File: src/rtl/tx_req_arbiter.sv
// tx_req_arbiter: round-robin arbiter sharing one TX engine between the
// completion (CPL) and upstream memory-write (MWR) header requesters, with a
// watchdog that aborts a transaction if the TX engine never reports done.
module tx_req_arbiter #(
  parameter int unsigned HDR_W       = 96,
  parameter int unsigned TIMEOUT_CYC = 1023
) (
  input  logic             clk,
  input  logic             rst_n,
  input  logic             cpl_req_i,
  input  logic             cpl_with_data_i,
  input  logic [HDR_W-1:0] cpl_hdr_i,
  output logic             cpl_done_o,
  input  logic             mwr_req_i,
  input  logic [HDR_W-1:0] mwr_hdr_i,
  output logic             mwr_done_o,
  output logic             tx_req_o,
  output logic [1:0]       tx_type_o,
  output logic [HDR_W-1:0] tx_hdr_o,
  input  logic             tx_done_i,
  output logic             busy_o,
  output logic             timeout_err_o
);

  localparam int unsigned CNT_W = $clog2(TIMEOUT_CYC + 1);
  localparam logic [CNT_W-1:0] CNT_MAX = CNT_W'(TIMEOUT_CYC);

  localparam logic GNT_CPL = 1'b0;
  localparam logic GNT_MWR = 1'b1;

  localparam logic [1:0] TYPE_CPL  = 2'b00;
  localparam logic [1:0] TYPE_CPLD = 2'b01;
  localparam logic [1:0] TYPE_MWR  = 2'b10;

  typedef enum logic [1:0] {
    S_IDLE  = 2'd0,
    S_ISSUE = 2'd1,
    S_GAP   = 2'd2
  } state_t;

  state_t           r_state;
  state_t           w_state_nxt;
  logic             r_last_grant;
  logic [CNT_W-1:0] r_cnt;
  logic [HDR_W-1:0] r_hdr;
  logic [1:0]       r_type;
  logic             r_timeout_err;

  logic             w_any_req;
  logic             w_grant_sel;
  logic             w_take;
  logic             w_expire;

  // Pick the winner among active requests; on a tie, the one not served last.
  always_comb begin
    w_any_req   = cpl_req_i | mwr_req_i;
    w_grant_sel = GNT_CPL;
    if (cpl_req_i && mwr_req_i) begin
      w_grant_sel = ~r_last_grant;
    end else if (mwr_req_i) begin
      w_grant_sel = GNT_MWR;
    end
  end

  assign w_take   = (r_state == S_IDLE) && w_any_req;
  // Done on the same cycle as the limit wins over the watchdog.
  assign w_expire = (r_state == S_ISSUE) && !tx_done_i && (r_cnt == CNT_MAX);

  // State register.
  always_ff @(posedge clk or negedge rst_n) begin
    if (!rst_n) begin
      r_state <= S_IDLE;
    end else begin
      r_state <= w_state_nxt;
    end
  end

  // Next-state logic.
  always_comb begin
    w_state_nxt = r_state;
    case (r_state)
      S_IDLE:  if (w_any_req) w_state_nxt = S_ISSUE;
      S_ISSUE: if (tx_done_i || w_expire) w_state_nxt = S_GAP;
      S_GAP:   w_state_nxt = S_IDLE;
      default: w_state_nxt = S_IDLE;
    endcase
  end

  // Outputs decoded from the state register; the done pulse is the GAP cycle.
  always_comb begin
    tx_req_o      = 1'b0;
    cpl_done_o    = 1'b0;
    mwr_done_o    = 1'b0;
    busy_o        = 1'b0;
    tx_type_o     = r_type;
    tx_hdr_o      = r_hdr;
    timeout_err_o = r_timeout_err;
    case (r_state)
      S_ISSUE: begin
        tx_req_o = 1'b1;
        busy_o   = 1'b1;
      end
      S_GAP: begin
        busy_o     = 1'b1;
        cpl_done_o = (r_last_grant == GNT_CPL);
        mwr_done_o = (r_last_grant == GNT_MWR);
      end
      default: ;
    endcase
  end

  // Grant bookkeeping: latch header/type on grant, run the saturating watchdog.
  always_ff @(posedge clk or negedge rst_n) begin
    if (!rst_n) begin
      r_last_grant  <= GNT_MWR;
      r_cnt         <= '0;
      r_hdr         <= '0;
      r_type        <= TYPE_CPL;
      r_timeout_err <= 1'b0;
    end else begin
      if (w_take) begin
        r_last_grant <= w_grant_sel;
        r_cnt        <= '0;
        if (w_grant_sel == GNT_CPL) begin
          r_hdr  <= cpl_hdr_i;
          r_type <= cpl_with_data_i ? TYPE_CPLD : TYPE_CPL;
        end else begin
          r_hdr  <= mwr_hdr_i;
          r_type <= TYPE_MWR;
        end
      end else if ((r_state == S_ISSUE) && (r_cnt != CNT_MAX)) begin
        r_cnt <= r_cnt + CNT_W'(1);
      end
      if (w_expire) begin
        r_timeout_err <= 1'b1;
      end
    end
  end

endmodule

File: config.mk
export PLATFORM = sky130hd
export DESIGN_NAME = tx_req_arbiter
export DESIGN_NICKNAME = d
export VERILOG_FILES = /design/src/rtl/tx_req_arbiter.sv
export SDC_FILE = /design/constraint.sdc
export NUM_CORES = 1
export LEC_CHECK = 0
export ABC_AREA = 1
export CORE_MARGIN = 5
export CORE_UTILIZATION = 42
export CTS_CLUSTER_DIAMETER = 80
export DETAILED_ROUTE_END_ITERATION = 10
export PLACE_DENSITY = 0.95
export SLEW_MARGIN = 15
export SYNTH_ARGS = -nofsm -noshare
export SYNTH_HDL_FRONTEND = slang
export SYNTH_SLANG_ARGS = --single-unit
File: constraint.sdc
create_clock -name clk -period 4.4 [get_ports clk]
set_input_delay 0.88 -clock clk [delete_from_list [all_inputs] [get_ports clk]]
set_output_delay 0.88 -clock clk [all_outputs]
set_load 0.005 [all_outputs]
### Word level (Yosys, flattened, before mapping)

Cells that the tools add are included.

* register bits: 112
* latch bits: 0
* bits in writable memories: 0
* memory bits (read-only): 0
* input bits: 198
* output and inout port bits: 103
* word-level logic and storage cells: 40
* memories kept: 0

* add/sub/neg operators: 1
* multipliers: 0
* div/mod/pow operators: 0
* magnitude comparators: 0
* equal/unequal tests: 6
* shifts and indexed selects: 0
* mux-type cells: 14
* bitwise gates (word level): 2
* reduce and logical (&&, ||, !) cells: 11

Operators with widths (number)
* $mux W96: 1
* $mux W10: 2
* $add A10 B1 Y10 const B: 1
* $eq A10 B10 Y1 const B: 1
* $ne A10 B10 Y1 const B: 1
* $mux W1: 7
* $mux W2: 3
* $logic_and A1 B1 Y1: 5
* $ne A2 B2 Y1 const B: 2
* $pmux W2 S2: 1
* $eq A2 B1 Y1 const B: 1
* $eq A2 B2 Y1 const B: 1
* $logic_not A2 Y1: 1
* $reduce_and A2 Y1: 1
* $reduce_bool A2 Y1: 1
* $reduce_or A2 Y1: 1
* $logic_not A1 Y1: 1
* $logic_or A1 B1 Y1: 1
* $not A1 Y1: 1
* $or A1 B1 Y1: 1

### Longest topological paths before layout

* depth after elaboration: 6
* mapped depth: 9
* depth with buffers taken out: 9

### Least setup slack after synthesis

OpenSTA, ideal clock, no wires.

* kind: input to register
* start point: input mwr_req_i
* end point: register r_hdr[63], in the netlist tx_hdr_o[63]
* library setup time: 0.121 ns
* data arrival time: 1.529 ns
* data required time: 4.279 ns
* path slack: 2.750 ns
* stages on the path: 6
* buffers on the path: 2
* cell sequence: o21ai_2 inv_2 buf_4 buf_4 o21ai_0 o21ai_1

* longest elaborated chain between the ends: 3
* elaborated cells between the ends (all ways): 6
* classes of those cells: mux (3); bitwise (1); reduce/logical (2)

RTL lines
* start, declared: line 14 `input logic mwr_req_i,`
* $mux W1 / $logic_and A1 B1 Y1 (equally long branches): line 60, 58
* $mux W1: line 58 `if (cpl_req_i && mwr_req_i) begin`
* $mux W96: line 124 `if (w_grant_sel == GNT_CPL) begin`
* end signal, assigned: line 125 `r_hdr <= cpl_hdr_i;`
* end signal, assigned: line 128 `r_hdr <= mwr_hdr_i;`
* end, declared: line 45 `logic [HDR_W-1:0] r_hdr;`

Several ways; a longest one is shown, not always the timed one.
A chain may end at the register's enable or synchronous reset.

### Worst setup path after layout

* start point: input mwr_req_i
* end point: register r_cnt[2]

* longest elaborated chain between the ends: 3
* elaborated cells between the ends (all ways): 4
* classes of those cells: mux (1); bitwise (1); reduce/logical (2)

RTL lines
* $or A1 B1 Y1 (*): line 56 `w_any_req = cpl_req_i | mwr_req_i;`
* $logic_and A1 B1 Y1 (*): line 65 `assign w_take = (r_state == S_IDLE) && w_any_req;`
* $mux W10 / $reduce_bool A2 Y1 (equally long branches)
* end signal, assigned: line 132 `r_cnt <= r_cnt + CNT_W'(1);`
* end, declared: line 44 `logic [CNT_W-1:0] r_cnt;`

Every way passes the cells marked *; elsewhere a longest branch is shown, timed or not.

==> flow_summary.json <==
{
  "outcome": "finished, final reports clean",
  "cts.path.max_buffers": 2,
  "areaGrowthSynthToFinish_pct": 62.82,
  "grt_setup_unrepaired": "no",
  "crit_start": "mwr_req_i",
  "synth_cell_type_count": 24,
  "num_rows": 41,
  "end_kind": "flip-flop",
  "hold_viol_final": 0,
  "synth_area_um2": 5294,
  "maxSlewHeadroom_pct": 47.90,
  "p_per_area_nw_per_um2": 588.5,
  "hold_class": "flip-flop to flip-flop",
  "slowest_stage": "buf_4",
  "die_y_um": 122.3,
  "fin_crit_ns": 2.837,
  "drive_gt1_share_pct": 3.125,
  "die_area_um2": 14950,
  "ioPinCount": 301,
  "syn_area_per_cell_um2": 8.169,
  "required_ns": 4.69,
  "cts_root_buf": "clkbuf_16",
  "cts_resized": 0,
  "grt_start_max_net_pins": 60,
  "ir_drop_mv": 0.3534,
  "reg2reg_from": "r_state[0]",
  "yosysWarningCount": 0,
  "wl_mm": 18.45,
  "path_cells": "clkdlybuf4s50_1 > o21ai_4 > buf_4 > buf_4 > nand2_4 > clkinv_4 > nand2_1 > nand2_1",
  "diodes": 0,
  "worstPathMaxFanout": 59,
  "synth_seq_cells": 112,
  "syn-instance-count": 648,
  "critPathMaxStageDelay_ns": 0.63,
  "postCtsSetupRepairBufs": 0,
  "die_x_um": 122.3,
  "maxCapViolCount": 0,
  "fillers": 933,
  "critPathKind": "input port to flip-flop",
  "max_freq_ghz": 0.3525,
  "ys_seq_area_share_pct": 52.97,
  "clk_pin_slew_ns": 0.07,
  "coreArea_um2": 12470,
  "worst_slew_pin_slew_ns": 0.7815,
  "dp.final_hpwl_mm": 13.20,
  "crit_arrival_ns": 3.12,
  "num-nets-final": 1126,
  "leakagePower_nw": 3.666,
  "initial_core_util_pct": 42.47,
  "start_kind": "input port",
  "cts_sinks": 112,
  "first_pass_iters": 4,
  "r2r_end": "r_cnt[2]",
  "ff2ff_path_depth": 9,
  "hold_depth": 2,
  "period_share_pct": 64.48,
  "vias": 5603,
  "portBuffers": 300,
  "grt_pass1_vias": 5588,
  "cts_max_level": 3,
  "antenna_found_initial": 0,
  "mostFrequentLayoutCells": "clkdlybuf4s50_1, nand2_1, o21ai_1",
  "gr-total-overflow": 0,
  "initialDrtViolationCount": 373,
  "grt_pass1_wl_mm": 28.46,
  "hold_start": "tx_hdr_o[17]",
  "cts_hold_buf": 0,
  "worstSkewPairLatency_ns": 0.35,
  "layout_commonest_cell": "clkdlybuf4s50_1",
  "drv_slew": 0,
  "avgRoutedWirePerCell_um": 16.77,
  "cts_tree": "built",
  "antenna_left": 0,
  "final_core_util_pct": 69.15,
  "drc": 0,
  "track_usage_pct": 24.39,
  "min_to": "tx_hdr_o[17]",
  "reg2reg_slack_ns": 2.01,
  "tns_ns": 0,
  "synth_nets": 851,
  "cts_buffers": 9,
  "gp_congestion": 0.8385,
  "fin_skew_ns": 0.005081,
  "setup_viol": 0,
  "vias_per_cell": 5.094
}
-- synth_stat cells --
cell      count  share of area [%]
nand2_1     144                 10
o21ai_1     112                 11
dfrtp_1     111                 52
nor2_1      105                7.4
o21ai_0      82                7.8
buf_2        20                1.9
inv_1        13               0.92
buf_4         9                1.3
nand3_1       9               0.85
nand4_1       8               0.95
buf_6         5                1.1
clkbuf_2      5               0.47
ha_1          5                1.2
clkbuf_1      4               0.28
o21bai_1      3               0.43
xor2_1        3               0.50
inv_2         2               0.14
nand2_2       2               0.24
clkinv_4      1               0.17
dfstp_2       1               0.50
nand2_4       1               0.21
nand3_2       1               0.19
nor2_2        1               0.12
o21ai_2       1               0.17
-- through the flow --
stage	instance area, um2	setup WS (ns)	hold slack [ns]	power [mW]	std cells
2_1_floorplan	5294	2.750	0.4622	2.854	648
3_3_place_gp	8348	1.301	0.4640	4.217	1084
3_5_place_dp	8348	1.222	0.4759	4.313	1084
4_1_cts	8620	1.590	0.4881	5.112	1100
5_1_grt	8620	1.455	0.5157	5.446	1100
6_report	8620	1.563	0.4867	5.072	1100
-- logic make-up (layout without fill, tap and decap cells) --
logic type / count (synthesis) / count (layout) / share of synthesized area [%]
buffers and inverters: 59 / 339 / 6.216
adders and majority gates: 5 / 5 / 1.182
xor gates and xnor gates: 3 / 3 / 0.4964
DFF: 112 / 112 / 52.97
AOI/OAI and AO/OA: 198 / 198 / 18.93
and+or+nand+nor: 271 / 271 / 20.21
-- worst max path at each step --
stage,to,slack (ns),cells after the start
2_1_floorplan,tx_hdr_o[63],2.75,6
3_3_place_gp,r_cnt[5],1.30,8
3_5_place_dp,r_cnt[7],1.22,8
4_1_cts,r_cnt[7],1.59,8
5_1_grt,r_cnt[2],1.46,8
6_report,r_cnt[2],1.56,8
-- per-layer routing --
metal	share of wire, %	routed length (um)	track usage, %	vias to the layer above
met1	38	7031	28.98	2648
met2	51	9331	41.36	240
met4	2.8	513	10.50	0
met3	8.5	1568	6.912	34
met5	0	0	0	-
li1	-	-	-	2681
-- worst max-delay path: cells and delay by family --
kind	cells	cell delay [ns]
AOI/OAI and AO/OA	1	0.22
buffers and inverters	4	1.76
and+or+nand+nor	3	0.25
-- where the power goes --
group          switching [mW]  total (mW)  internal [mW]  leakage (nW)
Clock                   0.355       0.772          0.417         0.131
Combinational            1.18        2.51           1.33          2.16
Sequential              0.271        1.79           1.52          1.38
Total                    1.80        5.07           3.27          3.67
-- flip-flops by register name (all words and copies together), names as in the netlist --
register       flops
timeout_err_o      1
r_state            2
tx_type_o          2
tx_hdr_o          96
r_cnt             10
r_last_grant       1
-- cell type report --
type	instances	area, um2	share of cell area, %
well taps	172	215.2	2.497
multi-input cells	477	2173	25.21
clock buffers	16	271.5	3.150
flip-flops and latches	112	2804	32.53
repair buffers	307	3090	35.85
inverters	16	65.06	0.7548
Power figures use the tool's default switching activity.
